<file path="src/rtl/vga_pkg.sv">
// Shared types and helpers for the VGA timing generator: per-axis timing
// fields, region codes, FSM states and the total/validity arithmetic.
package vga_pkg;

  localparam int VGA_CNT_WIDTH = 12;

  typedef struct packed {
    logic [VGA_CNT_WIDTH-1:0] active;
    logic [VGA_CNT_WIDTH-1:0] fp;
    logic [VGA_CNT_WIDTH-1:0] sync;
    logic [VGA_CNT_WIDTH-1:0] bp;
  } vga_axis_cfg_t;

  typedef enum logic [1:0] {ACTIVE, FP, SYNC, BP} vga_region_e;

  typedef enum logic {ST_IDLE, ST_RUN} vga_state_e;

  // Two guard bits so four full-scale fields can never wrap.
  function automatic logic [VGA_CNT_WIDTH+1:0] axis_total(input vga_axis_cfg_t c);
    return {2'b00, c.active} + {2'b00, c.fp} + {2'b00, c.sync} + {2'b00, c.bp};
  endfunction

  // A line/frame may be at most 2^CNT_WIDTH long so total-1 fits the counter.
  function automatic logic axis_valid(input vga_axis_cfg_t c);
    logic [VGA_CNT_WIDTH+1:0] max_total;
    max_total = {2'b01, {VGA_CNT_WIDTH{1'b0}}};
    return (c.active != '0) && (c.sync != '0) && (axis_total(c) <= max_total);
  endfunction

endpackage

</file>
<file path="src/rtl/vga_timing_gen_axis.sv">
// One timing axis: a wrapping position counter plus decode of which region
// (active / front porch / sync / back porch) the current position is in.
module vga_axis_counter
  import vga_pkg::*;
(
  input  logic                     clk,
  input  logic                     rst,
  input  logic                     clr,
  input  logic                     inc_en,
  input  vga_axis_cfg_t            cfg,
  output logic [VGA_CNT_WIDTH-1:0] cnt,
  output logic                     wrap,
  output vga_region_e              region
);

  localparam int W = VGA_CNT_WIDTH;

  logic [W-1:0] cnt_q, cnt_d;
  logic [W+1:0] total, cnt_ext, fp_end, sync_end;

  always_comb begin
    total    = axis_total(cfg);
    cnt_ext  = {2'b00, cnt_q};
    fp_end   = {2'b00, cfg.active} + {2'b00, cfg.fp};
    sync_end = fp_end + {2'b00, cfg.sync};
    wrap     = inc_en && (cnt_ext == (total - 1'b1));

    if (cnt_ext < {2'b00, cfg.active}) region = ACTIVE;
    else if (cnt_ext < fp_end)         region = FP;
    else if (cnt_ext < sync_end)       region = SYNC;
    else                               region = BP;

    cnt_d = cnt_q;
    if (clr || wrap) cnt_d = '0;
    else if (inc_en) cnt_d = cnt_q + 1'b1;
  end

  always_ff @(posedge clk) begin
    if (rst) cnt_q <= '0;
    else     cnt_q <= cnt_d;
  end

  assign cnt = cnt_q;

endmodule

</file>
<file path="src/rtl/vga_timing_gen.sv">
// Video timing generator: shadows the AXI-written timing config at frame
// boundaries and produces registered sync, data-enable and pixel coordinates.
module vga_timing_gen
  import vga_pkg::*;
#(
  parameter int   CNT_WIDTH         = VGA_CNT_WIDTH,
  parameter logic DEFAULT_HSYNC_POL = 1'b0
) (
  input  logic                 ACLK,
  input  logic                 ARESET,
  input  logic                 cfg_enable,
  input  logic                 cfg_hsync_pol,
  input  logic                 cfg_vsync_pol,
  input  logic [CNT_WIDTH-1:0] cfg_h_active,
  input  logic [CNT_WIDTH-1:0] cfg_h_fp,
  input  logic [CNT_WIDTH-1:0] cfg_h_sync,
  input  logic [CNT_WIDTH-1:0] cfg_h_bp,
  input  logic [CNT_WIDTH-1:0] cfg_v_active,
  input  logic [CNT_WIDTH-1:0] cfg_v_fp,
  input  logic [CNT_WIDTH-1:0] cfg_v_sync,
  input  logic [CNT_WIDTH-1:0] cfg_v_bp,
  output logic                 hsync,
  output logic                 vsync,
  output logic                 de,
  output logic [CNT_WIDTH-1:0] pix_x,
  output logic [CNT_WIDTH-1:0] pix_y,
  output logic                 frame_start,
  output logic                 running,
  output logic                 cfg_error
);

  vga_state_e           state_q, state_d;
  vga_axis_cfg_t        h_cfg_q, h_cfg_d, v_cfg_q, v_cfg_d, h_cfg_in, v_cfg_in;
  logic                 hpol_q, hpol_d, vpol_q, vpol_d;
  logic                 cfg_error_q, cfg_error_d;
  logic                 hsync_q, hsync_d, vsync_q, vsync_d, de_q, de_d;
  logic                 frame_start_q, frame_start_d;
  logic [CNT_WIDTH-1:0] pix_x_q, pix_x_d, pix_y_q, pix_y_d;
  logic [CNT_WIDTH-1:0] h_cnt, v_cnt;
  logic                 run, h_wrap, v_wrap, cfg_valid, latch;
  vga_region_e          h_region, v_region;

  assign h_cfg_in  = '{active: cfg_h_active, fp: cfg_h_fp, sync: cfg_h_sync, bp: cfg_h_bp};
  assign v_cfg_in  = '{active: cfg_v_active, fp: cfg_v_fp, sync: cfg_v_sync, bp: cfg_v_bp};
  assign cfg_valid = axis_valid(h_cfg_in) && axis_valid(v_cfg_in);
  assign run       = (state_q == ST_RUN);

  vga_axis_counter u_h_axis (
    .clk(ACLK), .rst(ARESET), .clr(!run), .inc_en(run),
    .cfg(h_cfg_q), .cnt(h_cnt), .wrap(h_wrap), .region(h_region)
  );

  // v_wrap already implies h_wrap, so it marks the last cycle of a frame.
  vga_axis_counter u_v_axis (
    .clk(ACLK), .rst(ARESET), .clr(!run), .inc_en(h_wrap),
    .cfg(v_cfg_q), .cnt(v_cnt), .wrap(v_wrap), .region(v_region)
  );

  always_comb begin
    state_d     = state_q;
    h_cfg_d     = h_cfg_q;
    v_cfg_d     = v_cfg_q;
    hpol_d      = hpol_q;
    vpol_d      = vpol_q;
    cfg_error_d = cfg_error_q;
    latch       = 1'b0;

    case (state_q)
      ST_IDLE: begin
        if (cfg_enable) begin
          if (cfg_valid) begin
            latch   = 1'b1;
            state_d = ST_RUN;
          end else begin
            cfg_error_d = 1'b1;
          end
        end
      end
      ST_RUN: begin
        if (v_wrap) begin
          if (!cfg_enable)    state_d     = ST_IDLE;
          else if (cfg_valid) latch       = 1'b1;
          else                cfg_error_d = 1'b1;
        end
      end
      default: state_d = ST_IDLE;
    endcase

    if (latch) begin
      h_cfg_d     = h_cfg_in;
      v_cfg_d     = v_cfg_in;
      hpol_d      = cfg_hsync_pol;
      vpol_d      = cfg_vsync_pol;
      cfg_error_d = 1'b0;
    end

    // Outputs describe the counter position of this cycle, one cycle late.
    hsync_d       = ~hpol_q;
    vsync_d       = ~vpol_q;
    de_d          = 1'b0;
    pix_x_d       = '0;
    pix_y_d       = '0;
    frame_start_d = 1'b0;
    if (run) begin
      hsync_d       = (h_region == SYNC) ? hpol_q : ~hpol_q;
      vsync_d       = (v_region == SYNC) ? vpol_q : ~vpol_q;
      de_d          = (h_region == ACTIVE) && (v_region == ACTIVE);
      pix_x_d       = h_cnt;
      pix_y_d       = v_cnt;
      frame_start_d = (h_cnt == '0) && (v_cnt == '0);
    end
  end

  always_ff @(posedge ACLK) begin
    if (ARESET) begin
      state_q       <= ST_IDLE;
      h_cfg_q       <= '0;
      v_cfg_q       <= '0;
      hpol_q        <= DEFAULT_HSYNC_POL;
      vpol_q        <= DEFAULT_HSYNC_POL;
      cfg_error_q   <= 1'b0;
      hsync_q       <= ~DEFAULT_HSYNC_POL;
      vsync_q       <= ~DEFAULT_HSYNC_POL;
      de_q          <= 1'b0;
      pix_x_q       <= '0;
      pix_y_q       <= '0;
      frame_start_q <= 1'b0;
    end else begin
      state_q       <= state_d;
      h_cfg_q       <= h_cfg_d;
      v_cfg_q       <= v_cfg_d;
      hpol_q        <= hpol_d;
      vpol_q        <= vpol_d;
      cfg_error_q   <= cfg_error_d;
      hsync_q       <= hsync_d;
      vsync_q       <= vsync_d;
      de_q          <= de_d;
      pix_x_q       <= pix_x_d;
      pix_y_q       <= pix_y_d;
      frame_start_q <= frame_start_d;
    end
  end

  assign hsync       = hsync_q;
  assign vsync       = vsync_q;
  assign de          = de_q;
  assign pix_x       = pix_x_q;
  assign pix_y       = pix_y_q;
  assign frame_start = frame_start_q;
  assign running     = run;
  assign cfg_error   = cfg_error_q;

endmodule
</file>
<file path="config.mk">
export PLATFORM = sky130hd
export DESIGN_NAME = vga_timing_gen
export DESIGN_NICKNAME = d
export VERILOG_FILES = /design/src/rtl/vga_pkg.sv /design/src/rtl/vga_timing_gen_axis.sv /design/src/rtl/vga_timing_gen.sv
export SDC_FILE = /design/constraint.sdc
export NUM_CORES = 1
export LEC_CHECK = 0
export CAP_MARGIN = 10
export CORE_MARGIN = 2
export CORE_UTILIZATION = 33
export DETAILED_ROUTE_END_ITERATION = 10
export PLACE_DENSITY = 0.55
export SYNTH_ARGS = -nofsm -noshare
export SYNTH_HDL_FRONTEND = slang
export SYNTH_SLANG_ARGS = --single-unit
</file>
<file path="constraint.sdc">
create_clock -name ACLK -period 13.25 [get_ports ACLK]
set_clock_uncertainty 0.1 [all_clocks]
set_input_delay 3.3125 -clock ACLK [delete_from_list [all_inputs] [get_ports ACLK]]
set_output_delay 3.3125 -clock ACLK [all_outputs]
set_load 0.1 [all_outputs]
</file>
* After elaboration in Yosys (flattened, before gate mapping)
Index checks and enable logic that the tools add are counted.
** Operators by class
- Add/sub/neg operators :: 16
- Multiply operators :: 0
- Div/mod/pow operators :: 0
- Magnitude comparators :: 8
- Eq/ne operators :: 5
- Shifts and indexed selects :: 0
- Multiplexer cells :: 21
- Bitwise operators :: 3
- Reductions and logical operators :: 24
** Operators with widths (count)
- 13-bit by 12-bit adder with 14-bit output :: 4
- 14-bit by 12-bit adder with 14-bit output :: 4
- 12-bit by 14-bit less-than comparator with 1-bit output :: 4
- 12-bit by 12-bit adder with 13-bit output :: 4
- 12-bit nonzero test :: 4
- 12-bit by 14-bit equality test with 1-bit output :: 2
- 14-bit by 13-bit less-or-equal comparator with 1-bit output (second input constant) :: 2
- 14-bit by 1-bit subtractor with 14-bit output (second input constant) :: 2
- 12-bit by 1-bit adder with 12-bit output (second input constant) :: 2
- 12-bit zero test :: 2
- 12-bit less-than comparator :: 2
- 1-bit two-way mux :: 14
- 1-bit logical AND :: 9
- 2-bit two-way mux :: 4
- 2-bit OR reduction :: 4
- 1-bit case mux with 2 select lines :: 3
- 2-bit equality test (second input constant) :: 2
- 2-bit zero test :: 2
- 1-bit NOT :: 3
- 1-bit logical OR :: 2
- 2-bit by 1-bit != test with 1-bit output (second input constant) :: 1
- 1-bit zero test :: 1
** Word-level totals
- Bits in registers :: 152
- Bits in latches :: 0
- RAM bits :: 0
- ROM bits :: 0
- Input bits :: 101
- Output and inout bits :: 30
- Logic and storage cells :: 97
- Memories :: 0

* Depth between registers and ports, before layout
Gate-level depths: netlist (run 1).
- Depth after elaboration :: 11
- Mapped depth :: 31
- Mapped depth without buffers :: 29

* Hierarchy
A second synthesis (run 1) with hierarchy kept.
** Unflattened totals
- Cells, all modules :: 1656
- Area, all modules :: 14527.7 µm²
** By module, submodules not included
- vga_timing_gen :: instances 1, cells an instance 766, area an instance 7634.8 µm², sequential area each 2562.5 µm²
- vga_axis_counter (u_h_axis) :: instances 1, cells an instance 447, area an instance 3449.6 µm², sequential area each 240.2 µm²
- vga_axis_counter (u_v_axis) :: instances 1, cells an instance 443, area an instance 3443.3 µm², sequential area each 240.2 µm²

* Worst setup path before layout (run 1)
OpenSTA, ideal clock, no wires.
- Path type :: input to register
- Start :: input cfg_v_active[1]
- End :: register v_cfg_q[10] in the netlist's numbering
- Library setup time :: 0.132 ns
- Arrival time :: 7.279 ns
- Required time :: 13.018 ns
- Path slack :: 5.738 ns
- Cell stages on the path :: 15
- Path buffers :: 2
- Path through :: fa_1 fa_1 ha_1 fa_1 a211oi_1 o21ai_1 a221o_1 a21boi_1 o21bai_1 a2111oi_0 nand3_1 clkbuf_1 clkbuf_1 o21ai_1 a21oi_1
** On the way
- Longest elaborated chain between the ends :: 10
- Elaborated cells between the ends (all ways) :: 12
- Classes of those cells :: 3 x add/sub; 1 x order compare; 4 x mux; 4 x reduce/logical
** RTL lines
- start: declaration :: RTL line vga_timing_gen.sv:18 : input logic [CNT_WIDTH-1:0] cfg_v_active,
- 12-bit by 12-bit adder with 13-bit output :: RTL line vga_pkg.sv:20 : return {2'b00, c.active} + {2'b00, c.fp} + {2'b00, c.sync} + {2'b00, c.bp};
- 13-bit by 12-bit adder with 14-bit output :: RTL line vga_pkg.sv:20
- 14-bit by 12-bit adder with 14-bit output :: RTL line vga_pkg.sv:20
- 14-bit by 13-bit less-or-equal comparator with 1-bit output :: RTL line vga_pkg.sv:27 : return (c.active != '0) && (c.sync != '0) && (axis_total(c) <= max_total);
- 1-bit logical AND * :: RTL line vga_pkg.sv:27
- 1-bit logical AND * :: RTL line vga_timing_gen.sv:45 : assign cfg_valid = axis_valid(h_cfg_in) && axis_valid(v_cfg_in);
- 1-bit two-way mux * :: RTL line vga_timing_gen.sv:71, vga_timing_gen.sv:82
- 1-bit two-way mux * :: RTL line vga_timing_gen.sv:70, vga_timing_gen.sv:81
- 1-bit two-way mux :: RTL line vga_timing_gen.sv:80 : if (v_wrap) begin
- 1-bit case mux with 2 select lines * :: RTL line vga_timing_gen.sv:68 : case (state_q)
- end signal: assignment :: RTL line vga_timing_gen.sv:131 : v_cfg_q <= v_cfg_d;
- end: declaration :: RTL line vga_timing_gen.sv:33 : vga_axis_cfg_t h_cfg_q, h_cfg_d, v_cfg_q, v_cfg_d, h_cfg_in, v_cfg_in;
Mark *: on every way between the ends. The rest lies on a longest branch, timed or not.
A chain may end at the register's enable or synchronous reset.

* Worst setup path after layout (run 1)
- Start :: input cfg_v_sync[1]
- End :: register v_cfg_q[6] in the netlist's numbering
** On the way
- Longest elaborated chain between the ends :: 9
- Elaborated cells between the ends (all ways) :: 11
- Classes of those cells :: 2 x add/sub; 1 x order compare; 4 x mux; 4 x reduce/logical
** RTL lines
- start: declaration :: RTL line vga_timing_gen.sv:20 : input logic [CNT_WIDTH-1:0] cfg_v_sync,
- 13-bit by 12-bit adder with 14-bit output :: RTL line vga_pkg.sv:20
- 14-bit by 12-bit adder with 14-bit output :: RTL line vga_pkg.sv:20
- 14-bit by 13-bit less-or-equal comparator with 1-bit output :: RTL line vga_pkg.sv:27
- 1-bit logical AND * :: RTL line vga_pkg.sv:27
- 1-bit logical AND * :: RTL line vga_timing_gen.sv:45
- 1-bit two-way mux * :: RTL line vga_timing_gen.sv:71, vga_timing_gen.sv:82
- 1-bit two-way mux * :: RTL line vga_timing_gen.sv:70, vga_timing_gen.sv:81
- 1-bit two-way mux :: RTL line vga_timing_gen.sv:80
- 1-bit case mux with 2 select lines * :: RTL line vga_timing_gen.sv:68
Marked as above.

==> results of run 1 <==
[layout by cell type, fill, tap and decap left out, drive strengths merged, types with 42 or more instances in the layout]
| master | instances |
|---|---|
| nor2 | 70 |
| inv | 167 |
| xnor2 | 57 |
| fa | 54 |
| a21o | 42 |
| dfxtp | 152 |
| clkdlybuf4s50 | 129 |
| nand3 | 129 |
| xor2 | 43 |
| a21oi | 168 |
| ha | 195 |
| o21ai | 162 |
[power groups by stage]
| stage | Combinational [mW] | Clock (mW) | Sequential, mW |
|---|---|---|---|
| floorplan | 0.917 | 0 | 0.518 |
| global placement | 1.20 | 0 | 0.518 |
| detailed placement | 1.22 | 0 | 0.519 |
| CTS | 1.23 | 0.528 | 0.508 |
| global route | 1.37 | 0.548 | 0.512 |
| finish | 1.22 | 0.519 | 0.509 |
[cell families (layout without fill, tap and decap cells)]
kind of cell               count (synthesis)  after routing  share of synthesized area [%]
adders and majority gates                249            249                           26.2
AOI/OAI and AO/OA                        484            484                           21.5
and+or+nand+nor                          404            404                           15.7
buffers and inverters                    232            325                           6.78
muxes                                      8              8                          0.597
xor gates and xnor gates                 100            100                           6.53
DFF                                      152            152                           22.7
[area by class of cell]
cell class,count,area (µm²)
fill,4079,24200
multi-input combinational,1245,9480
sequential,152,3040
timing repair buffer,135,1340
tap,525,657
inverter,158,593
clock buffer,18,439
clock inverter,14,178
[through the flow]
step / worst slack (ns) / area (µm²) / utilization, % / instances
after detailed placement: 4.32 / 15100 / 37.9 / 2215
final: 4.71 / 15700 / 39.4 / 2247
after global routing: 4.25 / 15700 / 39.4 / 2247
after CTS: 4.75 / 15700 / 39.4 / 2247
after global placement: 4.42 / 15100 / 37.9 / 2215
after floorplan: 5.74 / 13400 / - / 1629
[metal layers]
metal  track usage, %  part of all wire (%)
met1             26.8                    48
met2             31.9                    46
met3             2.57                   3.7
met4             5.81                   2.3
met5                0                     0
[flip-flops by register name, summed over array words and instances, names as in the netlist]
signal,cells
h_cfg_q,48
v_cfg_q,48
pix_x,12
pix_y,12
u_h_axis.cnt,12
u_v_axis.cnt,12
cfg_error,1
de,1
frame_start,1
hpol_q,1
hsync,1
running,1
vpol_q,1
vsync,1
[worst max-delay path: stages]
cell and delay, ns:
clkdlybuf4s50_1 0.56, fa_1 0.46, fa_1 0.49, ha_1 0.25
fa_1 0.43, a211oi_1 0.35, o21ai_1 0.15, a221o_1 0.38
a21boi_1 0.16, o21bai_1 0.09, a2111oi_0 0.65, and3_4 1.09
nand3_1 0.18, a21oi_1 0.22
[worst paths after layout]
path                                                 end  slack (ns)
worst min-delay path            v_cfg_q[35]$_SDFFE_PP0P_        0.38
worst max-delay path             v_cfg_q[6]$_SDFFE_PP0P_        4.71
worst min register to register  v_cfg_q[35]$_SDFFE_PP0P_        0.38
worst max register to register    cfg_error$_SDFFE_PP0P_        5.19
==> out/results.ini, run 1 <==
[min_path]
hp-start = v_cfg_q[35]$_SDFFE_PP0P_
hold_path.class = reg -> reg
worst_hold_path.num_cells = 2

[finish]
area_growth_syn_to_layout_pct = 17.2
n_antenna_cell = 0
fin_nets = 2059
layout-drive-gt1-share_pct = 2.90

[worst_setup_path]
r2r_start = v_cfg_q[37]$_SDFFE_PP0P_
startpoint_type = primary input
critPathLaunch = cfg_v_sync[1]
worstSetupEndpointType = flop
r2r_cells = 27
required_ns = 13.52
path_class = in -> reg
crit_arrival_ns = 8.81
crit_fanout = 99

[detailed_routing]
vias = 12047
post-route-drc-count = 0
drt_iter0_drc = 739
avgRoutedWirePerCell_um = 18.0
route.antenna.remaining_nets = 0
avgViaCountPerCell = 5.36
dr.pass1.iters = 6
routed_wl_mm = 40.4

[global_route]
grt_pass1_vias = 11782
grt_pass1_wl_mm = 64.6
grt_max_degree = 101
antenna_found_initial = 0
grt-ovfl-total = 0
gr-usage-all-layers_pct = 19.5

[cts]
cts-root-buf = clkbuf_16
cts_resized = 0
postCtsSetupBuffers = 0
cts_tree = built
cts.sinks = 152
clk_path_buf_depth = 2
hold_buffers = 0
clk_latency_ns = 0.45
clkTransAtPathRegs_ns = 0.07
cts_buffers = 17
h-tree-depth = 4

[pwr]
ir_worst_vdd_mv = 0.0897
p_leak_nw = 6.32
power_frac_clock_pct = 23.1
power_mw = 2.25
pwr-share-seq_pct = 22.6
power_density_mw_per_mm2 = 143
power.internal_mw = 1.30
swShare_pct = 42.4
power_switching_mw = 0.954
comb_power_share_pct = 54.4

[floorplanning]
dieHeight_um = 206
start_util_pct = 33.6
ios = 131
die_area_mm2 = 0.0423
die_width_um = 206
coreArea_mm2 = 0.0399
rows = 73

[synth]
yosys_warnings = 0
post_synth.cell_area_avg_um2 = 8.23
synth_top_area_cell = dfxtp_1
syn_area_mm2 = 0.0134
ys.flop_type = dfxtp_1
synth_edf_count = 0
ys_async_sr_fraction_pct = 0
synthesis.nets = 1979
synthTopCellsByCount = ha_1, a21oi_1, inv_1
synth_top_area_share_pct = 22.7
synthDistinctLibCells = 68
synth_most_common_cell = ha_1
synthCells = 1629
yosysSeqAreaShare_pct = 22.7
synth_seq_cells = 152
synth_area_leaders = dfxtp_1, ha_1, fa_1

[status]
status = complete, no violations

[sta]
finalMaxSlewViolations = 0
finalHoldViolCount = 0
fmax_mhz = 117
setup_viol = 0
slew_headroom_pct = 23.2
setup_tns_ns = 0
period_needed_ns = 8.54
period_share_pct = 64.4
worst_pin_slew_ns = 1.15
holdWs_ns = 0.377
rsz0062_at_grt = no

[job]
cap_viol_max_count = 0

[place]
place_congestion = 0.884
dpl.hpwl_mm = 31.6
io_buffers = 130

Power figures use the tool's default switching activity.
==> inputs of run 2 (changes only) <==
==> constraint.sdc (replaced) <==
create_clock -name ACLK -period 8.8 [get_ports ACLK]
set_clock_uncertainty 0.1 [all_clocks]
set_input_delay 2.2 -clock ACLK [delete_from_list [all_inputs] [get_ports ACLK]]
set_output_delay 2.2 -clock ACLK [all_outputs]
set_load 0.1 [all_outputs]
==> run 2 against run 1 <==
Effect of this change:
- flip-flop and latch count did not move
- combinational power rose by 52%
- non-clock buffer count rose by 2
- first-iteration DRC count fell by 16%
- final cell count barely moved
- die area did not move
- largest cell class unchanged
- utilization barely moved
- wire length fell by 1.2%
- sequential power rose by 50%
- register-to-register slack got worse by 3.9 ns
==> out/results.ini, run 2 (same netlist as run 1, synthesis figures left out) <==
[pwr]
ir_worst_vdd_mv = 0.141  ; was 0.0897 mV
power_frac_clock_pct = 21.5  ; was 23.1%
swShare_pct = 42.9  ; was 42.4%
p_leak_nw = 6.32  ; about the same
power_density_mw_per_mm2 = 212  ; was 143 mW/mm²
comb_power_share_pct = 55.5  ; was 54.4%
power.internal_mw = 1.90  ; was 1.30 mW
power_switching_mw = 1.43  ; was 0.954 mW
pwr-share-seq_pct = 23.0  ; was 22.6%

[cts]
clkTransAtPathRegs_ns = 0.07  ; about the same
cts_resized = 0  ; unchanged
hold_buffers = 0  ; unchanged
clk_latency_ns = 0.44  ; was 0.45 ns
h-tree-depth = 4  ; unchanged
postCtsSetupBuffers = 0  ; unchanged
cts-root-buf = clkbuf_16  ; unchanged
cts_buffers = 17  ; unchanged
cts.sinks = 152  ; unchanged
clk_path_buf_depth = 2  ; unchanged
cts_tree = built  ; unchanged

[sta]
setup_viol = 0  ; unchanged
finalHoldViolCount = 0  ; unchanged
slew_headroom_pct = 33.3  ; was 23.2%
fmax_mhz = 134
period_share_pct = 84.8
period_needed_ns = 7.46
worst_pin_slew_ns = 0.997  ; was 1.15 ns
finalMaxSlewViolations = 0  ; unchanged
rsz0062_at_grt = no  ; unchanged
setup_tns_ns = 0  ; unchanged

[floorplanning]
dieHeight_um = 206  ; unchanged
rows = 73  ; unchanged
ios = 131  ; unchanged
start_util_pct = 33.6  ; unchanged
coreArea_mm2 = 0.0399  ; unchanged
die_area_mm2 = 0.0423  ; unchanged
die_width_um = 206  ; unchanged

[worst_setup_path]
r2r_cells = 27  ; unchanged
r2r-end = h_cfg_q[28]$_SDFFE_PP0P_  ; was cfg_error$_SDFFE_PP0P_
r2r_start = v_cfg_q[37]$_SDFFE_PP0P_  ; unchanged
required_ns = 9.00  ; was 13.52 ns
crit_arrival_ns = 7.66  ; was 8.81 ns
crit_fanout = 80  ; was 99
startpoint_type = flop  ; was primary input
path_class = reg -> reg  ; was in -> reg
reg2reg_slack_ns = 1.34  ; was 5.19 ns
worstSetupEndpointType = flop  ; unchanged

[detailed_routing]
route.antenna.remaining_nets = 0  ; unchanged
post-route-drc-count = 0  ; unchanged
routed_wl_mm = 40.0  ; was 40.4 mm
drt_iter0_drc = 622  ; was 739
vias = 11870  ; was 12047
avgViaCountPerCell = 5.28  ; was 5.36
dr.pass1.iters = 5  ; was 6
avgRoutedWirePerCell_um = 17.8  ; was 18.0 µm

[global_route]
use_met3_pct = 2.23  ; was 2.57%
global_route.usage.met1_pct = 26.8  ; about the same
grt_max_degree = 101  ; unchanged
grt_pass1_wl_mm = 64.3  ; was 64.6 mm
grt_pass1_vias = 11866  ; was 11782
gr-usage-all-layers_pct = 19.5  ; about the same
grt_use_met2_pct = 32.2  ; was 31.9%
busiest_layer = met2  ; unchanged
antenna_found_initial = 0  ; unchanged
grt-ovfl-total = 0  ; unchanged

[min_path]
hp-start = h_cfg_q[10]$_SDFFE_PP0P_  ; was v_cfg_q[35]$_SDFFE_PP0P_
hold_path.class = reg -> reg  ; unchanged
worst_hold_path.num_cells = 2  ; unchanged
worstHoldEndpoint = h_cfg_q[10]$_SDFFE_PP0P_  ; was v_cfg_q[35]$_SDFFE_PP0P_

[finish]
num-fill-cells = 4090  ; was 4079
final_cells = 2249  ; was 2247
layout-drive-gt1-share_pct = 3.02  ; was 2.90%
post-route-util_pct = 39.4  ; about the same
mostFrequentLayoutCell = ha_1  ; unchanged
n_antenna_cell = 0  ; unchanged
fin_nets = 2061  ; was 2059
layout_common_cells = ha_1, a21oi_1, inv_1, dfxtp_1, o21ai_0  ; unchanged
top_regs = h_cfg_q: 48 flops, v_cfg_q: 48 flops  ; unchanged
area_growth_syn_to_layout_pct = 17.2  ; about the same

[status]
status = complete, no violations  ; unchanged

[place]
dpl.hpwl_mm = 31.8  ; was 31.6 mm
place_congestion = 0.899  ; was 0.884
dp_cells = 2217  ; was 2215
io_buffers = 130  ; unchanged

[job]
cap_viol_max_count = 0  ; unchanged

## run 2: cell types whose count changed in the layout (fill, tap and decap cells not counted)
cell,previous run,this run
clkinv_8,0,1
bufinv_16,2,0
clkinvlp_4,2,3
inv_6,3,6
clkinv_4,1,2
inv_8,6,2
buf_12,0,2
## run 2: metrics by stage
step / area [µm²] / power [mW] / setup slack, ns / hold WS [ns]
6_report: 15700 / 3.33 / 1.34 / 0.374
5_1_grt: 15700 / 3.60 / 0.856 / 0.406
4_1_cts: 15700 / 3.34 / 1.35 / 0.376
3_5_place_dp: 15100 / 2.61 / 1.12 / 0.369
3_3_place_gp: 15100 / 2.59 / 1.15 / 0.359
2_1_floorplan: 13400 / 2.16 / 2.40 / 0.350
## run 2: layout make-up
class | count | area [µm²] | share of cell area [%]
Inverter | 158 | 593 | 3.77
Tap cell | 525 | 657 | 4.18
Clock buffer | 18 | 439 | 2.79
Clock inverter | 14 | 131 | 0.836
Sequential cell | 152 | 3040 | 19.4
Timing Repair Buffer | 137 | 1380 | 8.76
Multi-Input combinational cell | 1245 | 9480 | 60.3
## run 2: critical path: stages (launching register included)
cell and delay (ns):
dfxtp_1 0.40, ha_1 0.26, a21o_1 0.17, a21oi_1 0.22
o21bai_1 0.09, a21oi_1 0.23, nor2b_1 0.08, o21a_1 0.19
o31a_1 0.26, nor2_1 0.18, xnor2_1 0.18, ha_1 0.30
a21o_1 0.18, or4_1 0.49, a31o_2 0.25, a21oi_1 0.18
xnor2_1 0.12, ha_1 0.38, nand2b_1 0.12, o2111ai_1 0.11
a2111o_1 0.41, or4_1 0.40, nor4_1 0.28, nand3_1 0.20
o41a_2 0.69, buf_4 0.41, o21ai_0 0.29, a21oi_1 0.09
## run 2: power by group through the flow
stage / sequential (mW) / clock, mW / combinational (mW)
after floorplan: 0.781 / 0 / 1.38
after detailed placement: 0.779 / 0 / 1.83
after CTS: 0.764 / 0.732 / 1.85
after global placement: 0.780 / 0 / 1.81
final: 0.763 / 0.715 / 1.85
after global routing: 0.769 / 0.757 / 2.08
## run 2: routing by layer
metal / up-vias / wire, µm / share of wire (%)
met5: - / 0 / 0
met2: 252 / 18700 / 47
met1: 5629 / 19200 / 48
li1: 5955 / - / -
met3: 34 / 1500 / 3.8
met4: 0 / 603 / 1.5
## run 2: how the worst max path moves through the flow
stage	from	endpoint	slack, ns	depth (start not counted)
after CTS	v_cfg_q[37]$_SDFFE_PP0P_	h_cfg_q[28]$_SDFFE_PP0P_	1.35	27
after detailed placement	cfg_v_active[1]	v_cfg_q[7]$_SDFFE_PP0P_	1.12	15
final	v_cfg_q[37]$_SDFFE_PP0P_	h_cfg_q[28]$_SDFFE_PP0P_	1.34	27
after global routing	v_cfg_q[37]$_SDFFE_PP0P_	h_cfg_q[30]$_SDFFE_PP0P_	0.86	27
after floorplan	cfg_v_active[1]	v_cfg_q[10]$_SDFFE_PP0P_	2.40	15
after global placement	cfg_v_active[1]	v_cfg_q[15]$_SDFFE_PP0P_	1.15	15
